$ cat config.mk
export PLATFORM = sky130hd
export DESIGN_NAME = alu_rr_arbiter
export DESIGN_NICKNAME = d
export VERILOG_FILES = /design/src/rtl/alu_pkg.sv /design/src/rtl/alu_core.sv /design/src/rtl/alu_rr_arbiter.sv
export SDC_FILE = /design/constraint.sdc
export NUM_CORES = 1
export LEC_CHECK = 0
export ABC_AREA = 1
export CORE_MARGIN = 8
export CORE_UTILIZATION = 45
export DETAILED_ROUTE_END_ITERATION = 10
export PLACE_DENSITY = 0.79
export SLEW_MARGIN = 20
export SYNTH_ARGS = -nofsm -noshare
export SYNTH_HDL_FRONTEND = slang
export SYNTH_SLANG_ARGS = --single-unit
$ cat constraint.sdc
create_clock -name clk -period 3.65 [get_ports clk]
set_input_delay 1.095 -clock clk [delete_from_list [all_inputs] [get_ports clk]]
set_output_delay 1.095 -clock clk [all_outputs]
set_load 0.01 [all_outputs]
$ cat src/rtl/alu_pkg.sv
// alu_pkg: shared definitions for the shared-ALU arbiter.
//   - OP_* : 2-bit opcode encodings understood by alu_core
//   - buf_state_t : occupancy encoding of the single-entry response buffer
package alu_pkg;

  localparam logic [1:0] OP_ADD = 2'b00;
  localparam logic [1:0] OP_SUB = 2'b01;
  localparam logic [1:0] OP_AND = 2'b10;
  localparam logic [1:0] OP_OR  = 2'b11;

  typedef enum logic {
    ST_EMPTY = 1'b0,
    ST_FULL  = 1'b1
  } buf_state_t;

endpackage : alu_pkg

$ cat src/rtl/alu_core.sv
// alu_core: purely combinational W-bit ALU.
// Ports:
//   a, b    : operands (W bits)
//   op      : opcode, see alu_pkg OP_* (add, sub, and, or)
//   result  : op(a, b) modulo 2^W, carry/borrow discarded
//   zero    : high when result is all zeros
module alu_core
  import alu_pkg::*;
#(
  parameter int W = 4
) (
  input  logic [W-1:0] a,
  input  logic [W-1:0] b,
  input  logic [1:0]   op,
  output logic [W-1:0] result,
  output logic         zero
);

  // Operation select; W-bit arithmetic wraps naturally.
  always_comb begin
    result = {W{1'b0}};
    case (op)
      OP_ADD:  result = a + b;
      OP_SUB:  result = a - b;
      OP_AND:  result = a & b;
      OP_OR:   result = a | b;
      default: result = {W{1'b0}};
    endcase
  end

  assign zero = (result == {W{1'b0}});

endmodule : alu_core

$ cat src/rtl/alu_rr_arbiter.sv
// alu_rr_arbiter: two requesters share one W-bit ALU through a round-robin
// arbiter; results go into a single-entry registered response buffer.
// Ports:
//   clk, rst_n                 : clock, asynchronous active-low reset
//   reqN_valid/reqN_ready      : operand handshake for requester N (0/1)
//   reqN_a, reqN_b, reqN_op    : operands and opcode for requester N
//   rsp_valid/rsp_ready        : response handshake
//   rsp_id, rsp_result, rsp_zero : registered response payload
// Build option:
//   ALU_RR_FIXED_PRIO_EN : when defined, requester 0 always wins contention
//                          (no round-robin state; requester 1 may starve).
module alu_rr_arbiter
  import alu_pkg::*;
#(
  parameter int W = 4
) (
  input  logic         clk,
  input  logic         rst_n,
  input  logic         req0_valid,
  output logic         req0_ready,
  input  logic [W-1:0] req0_a,
  input  logic [W-1:0] req0_b,
  input  logic [1:0]   req0_op,
  input  logic         req1_valid,
  output logic         req1_ready,
  input  logic [W-1:0] req1_a,
  input  logic [W-1:0] req1_b,
  input  logic [1:0]   req1_op,
  output logic         rsp_valid,
  input  logic         rsp_ready,
  output logic         rsp_id,
  output logic [W-1:0] rsp_result,
  output logic         rsp_zero
);

  buf_state_t   state_r;
`ifndef ALU_RR_FIXED_PRIO_EN
  logic         rr_last_r;
`endif
  logic         can_accept_s;
  logic         grant0_s;
  logic         grant1_s;
  logic         accept_s;
  logic [W-1:0] sel_a_s;
  logic [W-1:0] sel_b_s;
  logic [1:0]   sel_op_s;
  logic [W-1:0] alu_result_s;
  logic         alu_zero_s;

  // A slot is free when the buffer is empty or is being drained this edge.
  assign can_accept_s = (state_r == ST_EMPTY) || rsp_ready;

  // Grant logic; rst_n gating keeps both readys low throughout reset.
  always_comb begin
    grant0_s = 1'b0;
    grant1_s = 1'b0;
    if (rst_n && can_accept_s) begin
      if (req0_valid && req1_valid) begin
`ifdef ALU_RR_FIXED_PRIO_EN
        grant0_s = 1'b1;
`else
        if (rr_last_r) begin
          grant0_s = 1'b1;
        end else begin
          grant1_s = 1'b1;
        end
`endif
      end else if (req0_valid) begin
        grant0_s = 1'b1;
      end else if (req1_valid) begin
        grant1_s = 1'b1;
      end else begin
        grant0_s = 1'b0;
        grant1_s = 1'b0;
      end
    end else begin
      grant0_s = 1'b0;
      grant1_s = 1'b0;
    end
  end

  assign accept_s   = grant0_s | grant1_s;
  assign req0_ready = grant0_s;
  assign req1_ready = grant1_s;

  // Operand mux in front of the single shared ALU.
  assign sel_a_s  = grant1_s ? req1_a  : req0_a;
  assign sel_b_s  = grant1_s ? req1_b  : req0_b;
  assign sel_op_s = grant1_s ? req1_op : req0_op;

  alu_core #(.W(W)) u_alu_core (
    .a      (sel_a_s),
    .b      (sel_b_s),
    .op     (sel_op_s),
    .result (alu_result_s),
    .zero   (alu_zero_s)
  );

  // Buffer FSM with registered response outputs; a drain and an accept at
  // the same edge simply reload the buffer, so there is no bubble.
  always_ff @(posedge clk or negedge rst_n) begin
    if (!rst_n) begin
      state_r    <= ST_EMPTY;
      rsp_valid  <= 1'b0;
      rsp_id     <= 1'b0;
      rsp_result <= {W{1'b0}};
      rsp_zero   <= 1'b0;
    end else begin
      case (state_r)
        ST_EMPTY: begin
          if (accept_s) begin
            state_r   <= ST_FULL;
            rsp_valid <= 1'b1;
          end else begin
            state_r   <= ST_EMPTY;
            rsp_valid <= 1'b0;
          end
        end
        ST_FULL: begin
          if (accept_s) begin
            state_r   <= ST_FULL;
            rsp_valid <= 1'b1;
          end else if (rsp_ready) begin
            state_r   <= ST_EMPTY;
            rsp_valid <= 1'b0;
          end else begin
            state_r   <= ST_FULL;
            rsp_valid <= 1'b1;
          end
        end
        default: begin
          state_r   <= ST_EMPTY;
          rsp_valid <= 1'b0;
        end
      endcase
      if (accept_s) begin
        rsp_id     <= grant1_s;
        rsp_result <= alu_result_s;
        rsp_zero   <= alu_zero_s;
      end
    end
  end

`ifndef ALU_RR_FIXED_PRIO_EN
  // Round-robin pointer: remembers the last granted requester; resets to 1
  // so requester 0 wins the first contention.
  always_ff @(posedge clk or negedge rst_n) begin
    if (!rst_n) begin
      rr_last_r <= 1'b1;
    end else if (accept_s) begin
      rr_last_r <= grant1_s;
    end
  end
`endif

endmodule : alu_rr_arbiter

==> metrics, run 1 <==
vias in the first global route 1,141; root buffer cell clkbuf_4; # IOs 34; Clock Sinks 8; antenna violations before repair 0; Tcrit/Tclk final 0.949; clock period minus worst slack 3460 ps; HP Start rsp_id; n_diodes 0; Max H-tree Level 1; Place WS -237 ps; Initial Util 0.461; Hold Crit Class reg -> reg; Leak Pwr between 0.8 and 0.9 nW; Simple-Gate Fraction of Synth Area 0.432; fin cells between 200 and 250; internal power between 0.0003 and 0.0004 W; setup ws final 187 ps; die area slightly below 4000 um2; routed wire length about 2700 um; crit path max fanout 6; hold path cells 2; mux contribution to synthesized area 0; status finished, final reports clean; Layout Skew between 5 and 6 ps; Synth Area in Compound Gates 0.113; Final Hold Viols 0; Clock Path Buffers 2; final net count 237; syn_area_per_cell 6.73 um2; #FFs+latches synth 8; CP startpoint req0_valid; Cells after DPL 224; worst vdd ir approximately 190 uV; DR iter-0 viols 24; Flop pwr share 0.247; Pwr Density approximately 320 nW/um2; design area about 1600 um2; unique cell type count in the Yosys netlist 24; Cell Area, Placed 1480 um2; Fin Setup TNS 0 ps; largest net degree at the start of global routing 11; Worst-path clk slew around 50 ps; dpl hpwl around 2200 um; Fmax between 0.2 and 0.3 GHz; post-synthesis xor/xnor area fraction 0.0177; Seq/Total Area, Yosys 0.204; crit end category flop; Synth Net Count 179; Skew-Pair Late Insertion Delay roughly 260 ps; drt pass-1 iters 4; count of final setup violators 0; CORE AREA roughly 2100 um2; CP required approximately 3800 ps; Clk pwr share 0.143; main combinational cell family by area after synthesis simple AND/OR/NAND/NOR gates; sw power between 0.00015 and 0.0002 W; max_slew headroom 0.822; Logic pwr share 0.610; max-cap violation count 0; Syn. warnings 0; switch share 0.382; DRC viols 0; Crit Path Class in -> reg; CTS Buf Count 3; critical path launch point type primary input; Overall Power just over 0.0005 W; Reg2Reg Depth 20; Vias/cell between 4 and 5; layout cells sized above 1 0.294; Synth Cell Area between 900 and 1000 um2; mean routed wirelength per cell roughly 12 um; Layout area overhead 61.2%; Final ANT Viol Nets 0; DR vias roughly 1,100; Critical Path AT approximately 3600 ps; Placement Rows 17; Slew Limit Fails 0; hold_buf cts 0; CTS tree done; Post-Synth Adder-Cell Area 0.0961; GR Overflow Total 0; port bufs 33; gpl congestion roughly 0.95; first-pass GRT wire length 4490 um; Cells after Synth 147; GRT Total Usage 0.131; reg-to-reg critical path startpoint state_r; die height 62.9 um; Chip Width 62.9 um; Worst Tran Pin Value around 260 ps
==> through the flow <==
step,util,hold slack [ps]
3_3_place_gp,0.687,463
6_report,0.743,472
4_1_cts,0.702,473
2_1_floorplan,-,502
3_5_place_dp,0.687,461
5_1_grt,0.743,515
==> kinds of logic after synthesis <==
family                   Yosys count
AND/OR/NAND/NOR                   85
buffers and inverters             30
AO/OA/AOI/OAI                     15
flip-flops                         8
adder cells (fa/ha/maj)            7
XOR/XNOR                           2
==> power groups by stage <==
stage / combinational, W / sequential, W / clock, W
floorplan: 0.000141 / 0.000135 / 0
global placement: 0.000267 / 0.000125 / 0
detailed placement: 0.000277 / 0.000127 / 0
CTS: 0.000278 / 0.000125 / 0.0000722
global route: 0.000345 / 0.000128 / 0.0000742
finish: 0.000309 / 0.000125 / 0.0000722
==> synth_stat cells <==
cell      count  area share
nand3_2       3       0.030
nand3b_1      6       0.046
nand4_1       1      0.0063
inv_1        25       0.095
dfrtp_1       7        0.18
a31oi_1       2       0.013
a21oi_1       3       0.015
nand2_1      43        0.16
xor2_1        2       0.018
fa_1          1       0.020
clkinv_2      1      0.0051
dfstp_2       1       0.027
inv_2         1      0.0038
nand2_2      11       0.070
buf_6         3       0.034
o21ai_1       1      0.0051
nand3_1      14       0.071
a21oi_4       2       0.033
o21ai_0       6       0.030
ha_1          6       0.076
nor2_1        3       0.011
o21ai_4       1       0.016
nand2_4       2       0.023
or2_2         2       0.013
==> worst max-delay path, stage by stage <==
cell and delay [ps]:
clkdlybuf4s50_1 530, a21oi_4 90, buf_6 130, nand3b_1 100, nand2_2 80, ha_4 160, a21oi_2 100, xor2_1 150
inv_1 90, ha_4 260, nand2_1 60, nand2_1 70, a31oi_2 180, inv_1 90, nand3_2 100, nand2_2 60
nand2_2 70, nand3_2 60, nand3_1 80, nand2_1 50
==> timing repair <==
action                     CTS  global route
pin swaps                    1            10
setup endpoints to repair    2             3
gates resized for setup      3            16
setup buffers                1             3
==> registers in the layout, indices dropped and copies added, names as in the netlist <==
| name | count |
|---|---|
| rr_last_r | 1 |
| rsp_result | 4 |
| rsp_zero | 1 |
| state_r | 1 |
| rsp_id | 1 |
==> layout by cell type, fill, tap and decap left out, types with 3 or more instances in the layout <==
cell             count
dlymetal6s2s_1       3
ha_1                 4
inv_1               23
clkbuf_4             3
inv_2                3
nand3_1             12
nand2_1             41
clkdlybuf4s50_1     28
nand3_2              5
nand3b_1             6
buf_4               20
dfrtp_1              7
o21ai_0              5
nand2_2             13
nor2_1               3
==> per-layer routing <==
metal	global-route usage	part of all wire	vias to the layer above
li1	-	-	574
met1	0.139	0.41	497
met2	0.230	0.52	44
met3	0.0341	0.054	6
met4	0.0712	0.021	0
met5	0	0	-
==> final timing paths <==
kind	to	slack (ps)
setup reg to reg	rsp_zero	980
hold reg to reg	rsp_id	470
setup / recovery	rsp_zero	190
hold / removal	rsp_id	470
min in group asynchronous	rsp_zero	790
max in group asynchronous	rr_last_r	2650
==> final cells by class <==
cell class / count / area, um2
timing repair buffer: 56 / 528
clock buffer: 4 / 26.3
fill: 180 / 553
tap: 28 / 35.0
inverter: 27 / 103
multi-input combinational: 109 / 702
sequential: 8 / 201
No activity file was read; power rests on OpenSTA's default activity.
==> run 2: changes to the inputs <==
RECOVER_POWER = 50   (was not set)
==> run 2 against run 1 <==
Effect of this change:
- non-clock buffer count is the same
- clock-buffer cell count unchanged
- setup slack got worse by 1.4 ps
- first-iteration DRC count decreased by 4.2%
- clock skew is essentially flat
==> metrics, run 2 (synthesis gave the netlist of run 1 again) <==
antenna violations before repair 0; top routing layer used met4; n_diodes 0; WL met2 approximately 1400 um; GR Overflow Total 0; gpl congestion 0.951; max_slew headroom 0.740; Chip Width ~63 um; max reg flops 4; Critical Path AT ~3700 ps; Seq. cell area just over 200 um2; Hold Crit Class reg -> reg; CP startpoint req0_valid; Worst-path clk slew 50 ps; design area ~1600 um2; DR vias 1,121; hold_buf cts 0; first-pass GRT wire length 4490 um; Multi-input gate area 699 um2; met3 wire length between 150 and 200 um; Worst Setup EP rsp_result[3]; worst vdd ir about 190 uV; Final ANT Viol Nets 0; Max H-tree Level 1; M1 WL 1090 um; DR iter-0 viols 23; # fillers 183; count of final setup violators 0; Slew Limit Fails 0; CTS Buf Count 3; Worst Tran Pin Value 390 ps; max-cap violation count 0; # IOs 34; Vias/cell 4.83; GRT Total Usage 0.131; largest net degree at the start of global routing 11; Placement Rows 17; CORE AREA ~2100 um2; Skew-Pair Late Insertion Delay 260 ps; most frequent cells in the layout nand2_1, clkdlybuf4s50_1, inv_1, buf_4; drt pass-1 iters 4; mean routed wirelength per cell 11.6 um; die area a little under 4000 um2; reg-to-reg critical path startpoint state_r; dpl hpwl between 2000 and 2500 um; final hold slack between 400 and 500 ps; Fmax slightly below 0.3 GHz; DRC viols 0; Cell Area, Placed 1480 um2; Initial Util 0.461; crit end category flop; CP required between 3000 and 4000 ps; Tcrit/Tclk final 0.949; Fin Setup TNS 0 ps; layout cells sized above 1 0.284; Top reg by flops rsp_result; Clock Path Buffers 2; crit path max fanout 6; Final Hold Viols 0; Clock Sinks 8; critical path launch point type primary input; Layout Skew 5.14 ps; Reg2Reg Depth 21; Layout area overhead 60.3%; routed wire length 2690 um; die height about 63 um; Leak Pwr 0.847 nW; port bufs 33; CTS tree done; vias in the first global route roughly 1,100; root buffer cell clkbuf_4; Pwr Density around 320 nW/um2; r2r endpoint rsp_result[3]; commonest non-fill, non-tap cell in the layout nand2_1; final net count 237; clock period minus worst slack around 3500 ps; setup slack, reg-to-reg between 900 and 1000 ps; status finished, final reports clean; Crit Path Class in -> reg
run 2: changes by cell type in the layout (fill, tap and decap cells not counted), sizes merged:
cell / previous run / this run
clkbuf: 4 / 6
dlygate4sd3: 0 / 1
clkdlybuf4s50: 28 / 27
dlymetal6s2s: 3 / 2
clkdlybuf4s25: 0 / 1
buf: 23 / 21
run 2: power breakdown:
| group | internal, W | total [W] | switching [W] |
|---|---|---|---|
| Combinational | 0.000157 | 0.000307 | 0.000149 |
| Sequential | 0.000112 | 0.000125 | 0.0000130 |
| Clock | 0.0000418 | 0.0000722 | 0.0000304 |
run 2: layout make-up:
cell class              count  area share
clock buffers               4      0.0166
well taps                  28      0.0221
inverters                  27      0.0647
flip-flops and latches      8       0.127
repair buffers             56       0.329
multi-input cells         109       0.441
run 2: metrics by stage:
step / utilization / power (W) / cells / worst slack [ps]
2_1_floorplan: - / 0.000276 / 147 / 436
3_3_place_gp: 0.687 / 0.000393 / 224 / -119
3_5_place_dp: 0.687 / 0.000403 / 224 / -237
4_1_cts: 0.702 / 0.000475 / 229 / 16.9
5_1_grt: 0.738 / 0.000545 / 232 / -62.3
6_report: 0.738 / 0.000503 / 232 / 186
run 2: per-layer routing:
| metal | track usage | up-vias |
|---|---|---|
| li1 | - | 574 |
| met1 | 0.139 | 495 |
| met2 | 0.230 | 46 |
| met3 | 0.0341 | 6 |
| met4 | 0.0712 | 0 |
| met5 | 0 | - |
run 2: critical path, stage by stage:
cell             delay [ps]
clkdlybuf4s50_1         530
a21oi_4                  90
buf_6                   130
nand3b_1                100
nand2_2                  80
ha_4                    160
a21oi_2                 100
xor2_1                  150
inv_1                    90
ha_4                    260
nand2_1                  60
nand2_1                  70
a31oi_2                 180
inv_1                    90
nand3_2                 100
nand2_2                  60
nand2_2                  70
nand3_2                  60
nand2_1                  70
nand2_1                  50
nand2_1                  60
run 2: how the worst min path moves through the flow:
| stage | startpoint | endpoint | slack, ps | depth (start not counted) |
|---|---|---|---|---|
| final | rsp_id | rsp_id | 470 | 2 |
| after floorplan | rr_last_r | rr_last_r | 500 | 2 |
| after CTS | rsp_id | rsp_id | 470 | 2 |
| after global placement | rsp_id | rsp_id | 460 | 2 |
| after global routing | rsp_id | rsp_id | 510 | 2 |
| after detailed placement | rsp_id | rsp_id | 460 | 2 |
run 2: repair_timing:
action	CTS	global route
buffers inserted	1	3
pin swaps	1	10
cloned	0	0
setup endpoints to repair	2	3
gates resized for setup	3	16
==> run 3: changes to the inputs <==
ABC_CLOCK_PERIOD_IN_PS = 3650   (was not set)
SKIP_LAST_GASP = 1   (was not set)
SLEW_MARGIN = not set   (was 20)
==> results of run 3 <==
The final DEF is identical to that of run 2; final timing and power are the same.
Main changes from that run: number of gates resized after CTS 3 -> 2
